`config.mk`:
```
export PLATFORM = sky130hd
export DESIGN_NAME = ahbl_arbiter
export DESIGN_NICKNAME = d
export VERILOG_FILES = /design/src/rtl/ahbl_arbiter.sv
export SDC_FILE = /design/constraint.sdc
export NUM_CORES = 1
export LEC_CHECK = 0
export CAP_MARGIN = 20
export CELL_PAD_IN_SITES_DETAIL_PLACEMENT = 0
export CELL_PAD_IN_SITES_GLOBAL_PLACEMENT = 1
export CORE_ASPECT_RATIO = 2
export CORE_UTILIZATION = 25
export CTS_CLUSTER_SIZE = 10
export DETAILED_ROUTE_END_ITERATION = 7
export PLACE_DENSITY = 0.85
export SETUP_SLACK_MARGIN = 0.5
export SYNTH_ARGS = -nofsm -noshare
export SYNTH_HDL_FRONTEND = slang
export SYNTH_SLANG_ARGS = --single-unit
```
`constraint.sdc`:
```
create_clock -name clk -period 4.36 [get_ports clk]
set_input_delay 0.872 -clock clk [delete_from_list [all_inputs] [get_ports clk]]
set_output_delay 0.872 -clock clk [all_outputs]
set_load 0.01 [all_outputs]
```
`src/rtl/ahbl_arbiter.sv`:
```
// ----------------------------------------------------------------------------
// ahbl_arbiter
//
// AHB-lite N:1 fixed-priority arbiter. Several upstream masters share one
// downstream slave bus; the lowest port index wins. An address phase that
// loses arbitration is parked in a per-port buffer and the owning master is
// held in its data phase (HREADYOUT low) until the parked transfer has been
// issued downstream and its data phase has completed.
//
// Ports
//   clk, rst_n            clock, asynchronous active-low reset
//   src_hready[N]         per-port bus HREADY (tie to src_hready_resp for a
//                         true master)
//   src_hready_resp[N]    per-port HREADYOUT
//   src_hresp[N]          per-port HRESP
//   src_haddr/hwrite/htrans/hsize/hburst/hprot/hmastlock/hwdata
//                         per-port address/control and write data, packed
//                         with port 0 in the least significant slice
//   src_hrdata            downstream HRDATA broadcast to every port
//   dst_hready            downstream HREADY (equal to dst_hready_resp)
//   dst_hready_resp       slave HREADYOUT
//   dst_hresp             slave HRESP
//   dst_haddr..dst_hmastlock  muxed address phase
//   dst_hwdata            write data of the current data-phase owner
//   dst_hrdata            slave read data
// ----------------------------------------------------------------------------
module ahbl_arbiter #(
    parameter int N_PORTS = 2,
    parameter int W_ADDR  = 32,
    parameter int W_DATA  = 32
) (
    input  logic                        clk,
    input  logic                        rst_n,

    input  logic [N_PORTS-1:0]          src_hready,
    output logic [N_PORTS-1:0]          src_hready_resp,
    output logic [N_PORTS-1:0]          src_hresp,
    input  logic [N_PORTS*W_ADDR-1:0]   src_haddr,
    input  logic [N_PORTS-1:0]          src_hwrite,
    input  logic [N_PORTS*2-1:0]        src_htrans,
    input  logic [N_PORTS*3-1:0]        src_hsize,
    input  logic [N_PORTS*3-1:0]        src_hburst,
    input  logic [N_PORTS*4-1:0]        src_hprot,
    input  logic [N_PORTS-1:0]          src_hmastlock,
    input  logic [N_PORTS*W_DATA-1:0]   src_hwdata,
    output logic [N_PORTS*W_DATA-1:0]   src_hrdata,

    output logic                        dst_hready,
    input  logic                        dst_hready_resp,
    input  logic                        dst_hresp,
    output logic [W_ADDR-1:0]           dst_haddr,
    output logic                        dst_hwrite,
    output logic [1:0]                  dst_htrans,
    output logic [2:0]                  dst_hsize,
    output logic [2:0]                  dst_hburst,
    output logic [3:0]                  dst_hprot,
    output logic                        dst_hmastlock,
    output logic [W_DATA-1:0]           dst_hwdata,
    input  logic [W_DATA-1:0]           dst_hrdata
);

    localparam logic [1:0] HTRANS_IDLE   = 2'b00;
    localparam logic [1:0] HTRANS_NONSEQ = 2'b10;
    localparam int         W_IDX         = (N_PORTS > 1) ? $clog2(N_PORTS) : 1;

    // State
    logic [N_PORTS-1:0]  buf_valid_q, buf_valid_d;
    logic [W_ADDR-1:0]   buf_haddr_q [N_PORTS];
    logic [N_PORTS-1:0]  buf_hwrite_q;
    logic [2:0]          buf_hsize_q [N_PORTS];
    logic [2:0]          buf_hburst_q [N_PORTS];
    logic [3:0]          buf_hprot_q [N_PORTS];
    logic [N_PORTS-1:0]  buf_hmastlock_q;
    logic [N_PORTS-1:0]  mst_sel_q;      // one-hot data-phase owner, 0 = idle
    logic                lock_hold_q;
    logic [W_IDX-1:0]    lock_owner_q;

    // Per-port request and effective address phase
    logic [N_PORTS-1:0]  live_req;
    logic [N_PORTS-1:0]  live_capt;
    logic [N_PORTS-1:0]  req;
    logic [N_PORTS-1:0]  capt;
    logic [N_PORTS-1:0]  accepted;
    logic [W_ADDR-1:0]   a_haddr [N_PORTS];
    logic [N_PORTS-1:0]  a_hwrite;
    logic [1:0]          a_htrans [N_PORTS];
    logic [2:0]          a_hsize [N_PORTS];
    logic [2:0]          a_hburst [N_PORTS];
    logic [3:0]          a_hprot [N_PORTS];
    logic [N_PORTS-1:0]  a_hmastlock;

    // Grant
    logic [N_PORTS-1:0]  grant_vec;
    logic                grant_any;
    logic [W_IDX-1:0]    grant_idx;

    genvar gi;
    generate
        for (gi = 0; gi < N_PORTS; gi++) begin : g_port
            assign live_req[gi]  = src_hready[gi] & (src_htrans[gi*2 +: 2] != HTRANS_IDLE);
            // Only NONSEQ/SEQ (htrans[1] set) are real transfers worth parking;
            // IDLE and BUSY are never buffered.
            assign live_capt[gi] = src_hready[gi] & src_htrans[gi*2+1];
            // Requests are masked while reset is asserted so the bus shows IDLE.
            assign req[gi]       = rst_n & (buf_valid_q[gi] | live_req[gi]);

            assign a_haddr[gi]     = buf_valid_q[gi] ? buf_haddr_q[gi]     : src_haddr[gi*W_ADDR +: W_ADDR];
            assign a_hwrite[gi]    = buf_valid_q[gi] ? buf_hwrite_q[gi]    : src_hwrite[gi];
            // A parked transfer has lost its place in any burst, so it always
            // restarts as NONSEQ.
            assign a_htrans[gi]    = buf_valid_q[gi] ? HTRANS_NONSEQ       : src_htrans[gi*2 +: 2];
            assign a_hsize[gi]     = buf_valid_q[gi] ? buf_hsize_q[gi]     : src_hsize[gi*3 +: 3];
            assign a_hburst[gi]    = buf_valid_q[gi] ? buf_hburst_q[gi]    : src_hburst[gi*3 +: 3];
            assign a_hprot[gi]     = buf_valid_q[gi] ? buf_hprot_q[gi]     : src_hprot[gi*4 +: 4];
            assign a_hmastlock[gi] = buf_valid_q[gi] ? buf_hmastlock_q[gi] : src_hmastlock[gi];

            assign accepted[gi] = dst_hready_resp & grant_vec[gi];
            // A live request that is not taken downstream this cycle is parked.
            // While stalled the master's src_hready is low, so a port never
            // re-captures over an existing buffer.
            assign capt[gi]        = live_capt[gi] & ~buf_valid_q[gi] & ~accepted[gi];
            assign buf_valid_d[gi] = capt[gi] | (buf_valid_q[gi] & ~accepted[gi]);

            assign src_hready_resp[gi] = mst_sel_q[gi] ? dst_hready_resp : ~buf_valid_q[gi];
            assign src_hresp[gi]       = mst_sel_q[gi] & dst_hresp;
            assign src_hrdata[gi*W_DATA +: W_DATA] = dst_hrdata;
        end
    endgenerate

    // Fixed-priority grant; a locked sequence keeps the bus on its owner and
    // leaves it idle if the owner pauses.
    always_comb begin
        grant_vec = '0;
        grant_any = 1'b0;
        grant_idx = '0;
        if (lock_hold_q) begin
            if (req[lock_owner_q]) begin
                grant_any               = 1'b1;
                grant_idx               = lock_owner_q;
                grant_vec[lock_owner_q] = 1'b1;
            end
        end else begin
            for (int i = 0; i < N_PORTS; i++) begin
                if (req[i] && !grant_any) begin
                    grant_any    = 1'b1;
                    grant_idx    = W_IDX'(i);
                    grant_vec[i] = 1'b1;
                end
            end
        end
    end

    // Downstream address phase
    always_comb begin
        dst_haddr     = src_haddr[W_ADDR-1:0];
        dst_hwrite    = src_hwrite[0];
        dst_htrans    = HTRANS_IDLE;
        dst_hsize     = src_hsize[2:0];
        dst_hburst    = src_hburst[2:0];
        dst_hprot     = src_hprot[3:0];
        dst_hmastlock = src_hmastlock[0];
        if (grant_any) begin
            dst_haddr     = a_haddr[grant_idx];
            dst_hwrite    = a_hwrite[grant_idx];
            dst_htrans    = a_htrans[grant_idx];
            dst_hsize     = a_hsize[grant_idx];
            dst_hburst    = a_hburst[grant_idx];
            dst_hprot     = a_hprot[grant_idx];
            dst_hmastlock = a_hmastlock[grant_idx];
        end
    end

    // Write data follows the data-phase owner
    always_comb begin
        dst_hwdata = '0;
        for (int i = 0; i < N_PORTS; i++) begin
            if (mst_sel_q[i]) begin
                dst_hwdata = dst_hwdata | src_hwdata[i*W_DATA +: W_DATA];
            end
        end
    end

    assign dst_hready = dst_hready_resp;

    always_ff @(posedge clk or negedge rst_n) begin
        if (!rst_n) begin
            buf_valid_q  <= '0;
            mst_sel_q    <= '0;
            lock_hold_q  <= 1'b0;
            lock_owner_q <= '0;
        end else begin
            buf_valid_q <= buf_valid_d;
            if (dst_hready_resp) begin
                mst_sel_q    <= grant_vec;
                lock_hold_q  <= grant_any & dst_hmastlock;
                lock_owner_q <= grant_idx;
            end
        end
    end

    // Buffer payload needs no reset: it is only observed while buf_valid_q is set.
    always_ff @(posedge clk) begin
        for (int i = 0; i < N_PORTS; i++) begin
            if (capt[i]) begin
                buf_haddr_q[i]     <= src_haddr[i*W_ADDR +: W_ADDR];
                buf_hwrite_q[i]    <= src_hwrite[i];
                buf_hsize_q[i]     <= src_hsize[i*3 +: 3];
                buf_hburst_q[i]    <= src_hburst[i*3 +: 3];
                buf_hprot_q[i]     <= src_hprot[i*4 +: 4];
                buf_hmastlock_q[i] <= src_hmastlock[i];
            end
        end
    end

endmodule

```
Word-level counts from Yosys, hierarchy flattened
Memory sizes are Yosys's and may differ from the RTL's.
Index checks and enable logic that the tools add are counted.

word-level totals
  register bits = 10
  RAM bits = 84
  bits of input ports = 194
  output and inout port bits = 147
  word-level logic and storage cells = 110
  memories kept = 4

memory list
  name          depth  bits a word  rd ports  clocked after Yosys merged registers in  write ports  line  source
  buf_haddr_q   2      32           2         0                                        2            68    logic [W_ADDR-1:0] buf_haddr_q [N_PORTS];
  buf_hprot_q   2      4            2         0                                        2            72    logic [3:0] buf_hprot_q [N_PORTS];
  buf_hburst_q  2      3            2         0                                        2            71    logic [2:0] buf_hburst_q [N_PORTS];
  buf_hsize_q   2      3            2         0                                        2            70    logic [2:0] buf_hsize_q [N_PORTS];

cells by class
  $lt $le $gt $ge = 4
  mux-type cells = 62
  bitwise logic cells = 27
  reduce and logical (&&, ||, !) cells = 5

operators by type and width
  operator                                                                      number
  32-bit 2-to-1 mux                                                             8
  3-bit 2-to-1 mux                                                              12
  32-bit bitwise OR                                                             1
  1-bit 2-to-1 mux                                                              27
  4-bit 2-to-1 mux                                                              6
  1-bit AND                                                                     17
  2-bit 2-to-1 mux                                                              8
  1-bit by 2-bit less-than comparator with 1-bit output, second input constant  2
  1-bit inverter                                                                4
  1-bit bitwise OR                                                              4
  2-bit nonzero test                                                            2
  2-bit greater-or-equal comparator, second input constant                      1
  1-bit logical AND                                                             2
  1-bit inverter with 2-bit output                                              1
  1-bit demux with 1-bit select                                                 1
  1-bit greater-or-equal comparator, second input constant                      1
  1-bit zero test                                                               1

Depth between registers and ports, before layout
  depth after elaboration = 15
  depth in mapped cells = 8
  gate-level depth less buffers = 5

Least setup slack after synthesis
No wires, ideal clock.

  kind = in2reg
  start = in src_htrans[0]
  end = mem buf_haddr_q[1][0], in the netlist buf_haddr_q[0][32], enable pin
  setup time = 0.512 ns
  data arrival time = 4.676 ns
  data required time = 3.848 ns
  setup slack = -0.828 ns
  stages on the path = 4
  buffers on the path = 0
  path through = o21a_1 -> o21ai_1 -> o21a_2 -> a211oi_1

RTL lines
  item             line  source
  start, declared  40    input logic [N_PORTS*2-1:0] src_htrans,
  end, declared    68

Final worst setup path
  start = in src_htrans[3]
  end = out dst_haddr[11]

on the way
  cells in the longest elaborated chain, start to end = 13
  elaborated cells on any way between the ends = 18
  classes of those cells = 12 x mux; 4 x bitwise; 2 x reduce/logical

ends and longest elaborated chain
  item                                                    line  source
  2-bit nonzero test (*)                                  100   assign live_req[gi] = src_hready[gi] & (src_htrans[gi*2 +: 2] != HTRANS_IDLE);
  1-bit AND (*)                                           100
  1-bit bitwise OR (*)                                    105   assign req[gi] = rst_n & (buf_valid_q[gi] | live_req[gi]);
  1-bit AND (*)                                           105
  1-bit 2-to-1 mux (not written as such) (2 in a row)     137   if (req[lock_owner_q]) begin
  1-bit 2-to-1 mux                                        137
  1-bit 2-to-1 mux                                        136   if (lock_hold_q) begin
  1-bit inverter with 2-bit output (not written as such)  163   dst_haddr = a_haddr[grant_idx];
  32-bit 2-to-1 mux (not written as such) (3 in a row)    163
  32-bit 2-to-1 mux (*)                                   162   if (grant_any) begin
  end, declared                                           51    output logic [W_ADDR-1:0] dst_haddr,

Mark *: on every way between the ends. The rest lies on a longest branch, timed or not. The select of a mux whose other input is x is not followed.

==> impl_metrics.tcl <==
set metrics [dict create \
    outcome "completed" \
    ys.flop_type "edfxtp_1" \
    ys_ff_latch 93 \
    drc 0 \
    yosys.area_share.xor_xnor_pct 0 \
    wl_per_cell_um 22.6 \
    ys.warnings.count 0 \
    grt_pass1_wl_um 28600 \
    avgSynthCellArea_um2 12.4 \
    cts-root-buf "clkbuf_16" \
    met1Wirelength_um 6500 \
    synth.top_cells.by_count "edfxtp_1, mux2i_1, a22o_1" \
    leakage_nw 3.53 \
    hold_violations 0 \
    cts_buffers 9 \
    synth.area.top_cells "edfxtp_1, mux2i_1, a22o_1" \
    antenna_found_initial 21 \
    seqPwrFrac_pct 30.3 \
    synthAdderAreaFrac_pct 0 \
    grt_overflow 0 \
    setup_viol 0 \
    start_kind "primary input" \
    first_pass_iters 4 \
    grt_max_degree 48 \
    chipHeight_um 210 \
    cap_violations 0 \
    cts_tree "done" \
    io_pins 341 \
    std_cell_rows 75 \
    final_core_util_pct 39.5 \
    clock_latency_ns 0.36 \
    gp_congestion 0.763 \
    p_comb_share_pct 47.0 \
    tightest_slew_ns 0.885 \
    dpl.hpwl_um 14400 \
    clock-sinks 93 \
    final_nets 818 \
    ant_nets 0 \
    grt_pass1_vias 4412 \
    drtIter0Drc 245 \
    wl_met3_um 2370 \
    ys_seq_area_share_pct 51.0 \
    port_buffers 244 \
    met2_wirelength_um 10600 \
    pwr-share-clk_pct 22.8 \
    rsz0062_at_grt "true" \
    track_usage_pct 18.6 \
    fin_tns_setup_ns 0 \
    areaGrowthSynthToFinish_pct 53.7 \
    start_util_pct 25.7 \
    layout_min_cycle_time_ns 3.74 \
    dieWidth_um 106 \
    synth-simple-area-share_pct 4.70 \
    vias 4289 \
    syn_nets 632 \
    critPathKind "in -> out" \
    maxSlewViolCount 0 \
    dp_slack_ns 0.190 \
    finalWorstSetupSlack_ns 0.617 \
    slew_headroom_pct 41.0 \
    path_max_fanout 13 \
    synth-edff-count 88 \
    core_area_mm2 0.0211 \
    synthArstFlopShare_pct 5.38 \
    cts_buffer_depth 2 \
    clk_pin_slew_worst_paths_ns 0.06 \
    finClkSkew_ns 0.00678 \
    internal_power_mw 2.41 \
    synthMuxAreaShare_pct 16.7 \
    synth_compound_area_share_pct 14.6 \
    synth.distinct_cells 33 \
    min-delay-path-class "in -> async" \
    pwr_density_cell_mw_per_mm2 426 \
    max_freq_ghz 0.267 \
    power_mw 3.55 \
    htreeDepth 3 \
    die_area_mm2 0.0223 \
    yosys.cell_count.top_type "edfxtp_1" \
    drt_wl_total_um 20500 \
    p_sw_mw 1.15 \
    routed_via_density 4.73 \
    layout-drive-gt1-share_pct 11.3 \
    ir_drop_v 0.000253 \
    worstPathRequired_ns 3.49 \
    cp-end-kind "output pin" \
    switching_share_pct 32.3 \
    yosysTopAreaCell "edfxtp_1" \
    syn_inst 438 \
    mappedNetlistArea_mm2 0.00543 \
    arrival_ns 2.87 \
    top_layer "met5" \
    synth_top_family_by_area "multiplexers" \
    period_share_pct 85.8 \
    synth_top_area_share_pct 48.7 \
]
[through the flow]
step	hold WS (ns)	instances	area, um^2
after global routing	0.331	901	8330
after detailed placement	0.620	863	7680
final	0.343	907	8340
after global placement	0.608	863	7680
after floorplan	0.556	438	5440
after CTS	0.484	894	8230
[routing by layer]
layer  global-route usage (%)  vias to the layer above
met5                        0                        -
li1                         -                     1981
met3                     10.0                       90
met1                     16.4                     2002
met2                     32.4                      192
met4                     11.6                       24
[state kept, by name, summed over array words and instances, names as in the netlist]
signal,count
buf_valid_q,2
buf_hsize_q,6
buf_hmastlock_q,2
buf_hburst_q,6
buf_haddr_q,64
buf_hprot_q,8
lock_hold_q,1
mst_sel_q,2
buf_hwrite_q,2
[critical path, stage by stage]
cell	delay [ns]
dlygate4sd2_1	0.28
nor3_2	0.20
nor3_2	0.09
buf_4	0.15
o21ai_4	0.09
buf_12	0.14
buf_16	0.15
mux2i_1	0.20
a22o_1	0.15
clkdlybuf4s50_1	0.53
[final cells by class]
type / count / area, um^2
fill: 2066 / 12800
antenna: 9 / 22.5
timing repair buffer: 274 / 2910
tap: 269 / 337
clock inverter: 7 / 75.1
multi-input combinational: 243 / 1990
clock buffer: 9 / 225
sequential: 93 / 2770
inverter: 3 / 11.3
[worst paths after layout]
check                                    startpoint                          end  slack (ns)  cells past startpoint
setup / recovery                      src_htrans[3]                dst_haddr[11]        0.62                     10
hold / removal                                rst_n      lock_hold_q$_DFFE_PN0P_        0.34                      1
max in group asynchronous                     rst_n     buf_valid_q[0]$_DFF_PN0_        3.71                      2
setup reg to reg            lock_hold_q$_DFFE_PN0P_  buf_hprot_q[0][4]$_DFFE_PP_        2.07                      6
min in group clk           buf_valid_q[1]$_DFF_PN0_     buf_valid_q[1]$_DFF_PN0_        0.63                      2
hold reg to reg            buf_valid_q[1]$_DFF_PN0_     buf_valid_q[1]$_DFF_PN0_        0.63                      2
[cell families after synthesis]
| group | Yosys count |
|---|---|
| compound gates | 93 |
| flops | 93 |
| buf+inv | 102 |
| mux | 90 |
| simple gates | 60 |
[layout by cell type, fill, tap and decap left out, drive strengths merged, types with 3 or more instances in the layout]
cell           netlist  layout
dfrtp                5       5
nand2               49      49
mux2i               87      87
clkinv               0       5
clkdlybuf4s50        0     195
a21oi                3       3
clkdlybuf4s15        0      14
edfxtp              88      88
a22o                74      74
clkbuf              13      11
o21ai                7       7
mux2                 3       3
dlygate4sd2          0      16
buf                 86      33
dlymetal6s2s         0      12
inv                  3       4
diode                0       9
[power by group through the flow]
stage / logic [mW] / clock network, mW / registers, mW
global route: 1.78 / 0.855 / 1.08
finish: 1.67 / 0.809 / 1.08
global placement: 1.51 / 0 / 1.10
floorplan: 0.872 / 0 / 1.08
detailed placement: 1.51 / 0 / 1.11
CTS: 1.68 / 0.835 / 1.09
[what timing repair did]
item                                   in CTS  in global routing
pin swaps                                   4                  6
gates cloned                                6                  0
setup endpoints to repair                  46                 35
buffers inserted                            9                  3
endpoints found under the hold margin       0                  0
hold buffers                                0                  0
gates resized for setup                    68                 22
No activity file was read; power rests on OpenSTA's default activity.
==> RTL change (same flow settings) <==
Change the parameter `W_DATA` from 32 to 36.
--- a/src/rtl/ahbl_arbiter.sv
+++ b/src/rtl/ahbl_arbiter.sv
@@ -27,7 +27,7 @@
 module ahbl_arbiter #(
     parameter int N_PORTS = 2,
     parameter int W_ADDR  = 32,
-    parameter int W_DATA  = 32
+    parameter int W_DATA  = 36
 ) (
     input  logic                        clk,
     input  logic                        rst_n,
Ports: changed (resized dst_hrdata, dst_hwdata, src_hrdata and src_hwdata); port bits go from 341 to 365. The function was not compared with the original's and may differ.
==> RTL change against the unedited design <==
Sequential cell count did not move. Highest routed layer unchanged. Total power fell by 2.1%. Die area rose by 1.9%. Critical endpoint is now dst_hmastlock. Utilization fell by 0.19 points. Non-clock buffer count rose by 13. Register-to-register slack got worse by 320 ps. Critical path type unchanged. Clock skew rose by 7.1 ps. Setup slack got worse by 160 ps. Design area rose by 1.8%. Routed wire length rose by 8.5%. Synthesized area rose by 1.9%. Via count rose by 4.8%. Sequential share of layout area fell by 0.59 points.
==> RTL change: results (changes against the unedited design) <==
- The run finished with clean final reports.
- The final clock skew is 13.9 ps (+7.11 ps).
- The number of combinational gates with multiple inputs was 220 (-9.5%).
- The area taken by multi-input logic gates is 2000 sq um (+0.50%).
- The number of buffers other than clock buffers in the final layout is 287 (+4.7%).
- The detailed-route wire length on metal 1 is 7.35 mm (+13%).
- The average detailed-routed wire length per instance is 23.7 um (+4.9%).
- The footprint of the flip-flops and latches is 2770 sq um (about the same).
- The count of distinct cell types in the synthesized netlist came to 39 (+18%).
- The number of ordinary inverters in the final layout is 44 (+41).
- The design internal power was 2.38 mW (-1.2%).
- The met3 wire length is 1.99 mm (-16%).
- The number of nets produced by synthesis is 663 (+4.9%).
- The post-layout utilization of the core came to 39.3% (-0.19 points).
- The number of gates resized after CTS is 59 (-13%).
- The worst reg-to-reg setup slack is 1750 ps (-320 ps).
- The standby leakage power is 3.42 nW (-3.1%).
- The clock group share of total power was 26.4% (+3.6 points).
- The total detailed-routing wirelength is 22.3 mm (+8.5%).
- The maximum net fanout on the critical path came to 7 (-6).
- The net load switching power is 1.10 mW (-4.0%).
- The minimum hold slack is 719 ps (+376 ps).
- The number of global-route vias before repair came to 4678 (+6.0%).
- The total of buffers placed on input and output ports came to 256 (+4.9%).
- The post-CTS repair timing setup buffer count is 7 (-2).
- Ranked by total cell area, the synthesized netlist is headed by sky130_fd_sc_hd__edfxtp_1 48%, sky130_fd_sc_hd__buf_4 11%, sky130_fd_sc_hd__mux2i_1 8.5%.
- The largest net degree at the start of global routing was 46 (-4.2%).
- The standard cell area after detailed placement is 7900 sq um (+2.9%).
- The global-route track usage on met1 came to 18.7% (+2.3 points).
- The met2 routed wirelength was 11.3 mm (+6.6%).
- The number of vias in the routed layout was 4494 (+4.8%).
- The number of cells after detailed placement came to 899 (+4.2%).
- The pre-CTS setup slack is 42.2 ps (-148 ps).
- The post-synthesis mux area share is 8.91% (-7.8 points).
- The number of nets in the layout is 861 (+5.3%).
- The sequential area share after synthesis came to 50.0% (-0.96 points).
- The layout cell share with drive strength beyond 1 was 18.8% (+7.5 points).
- The weighted congestion at the end of routability-driven global placement is 0.823 (+7.7%).
- The combinational power share is 42.6% (-4.4 points).
- The fill cell total of the finished layout is 2086 (+0.97%).
[RTL change: worst max path at each step]
stage | startpoint | endpoint | slack [ps] | cells after the start
2_1_floorplan | dst_hready_resp | buf_haddr_q[0][0]$_DFFE_PP_ | 950 | 2
3_3_place_gp | src_htrans[1] | dst_haddr[21] | 90 | 7
3_5_place_dp | src_htrans[1] | dst_haddr[18] | 40 | 7
4_1_cts | src_htrans[1] | dst_haddr[1] | 380 | 7
5_1_grt | rst_n | dst_hmastlock | 330 | 9
6_report | rst_n | dst_hmastlock | 460 | 9
[RTL change: worst max-delay path, stage by stage]
cell and delay, ps:
sky130_fd_sc_hd__clkdlybuf4s50_1 490, sky130_fd_sc_hd__buf_6 140, sky130_fd_sc_hd__a21boi_4 220, sky130_fd_sc_hd__buf_4 180
sky130_fd_sc_hd__a21boi_2 190, sky130_fd_sc_hd__buf_4 140, sky130_fd_sc_hd__o21ai_0 60, sky130_fd_sc_hd__a31o_2 250
sky130_fd_sc_hd__clkdlybuf4s50_1 480
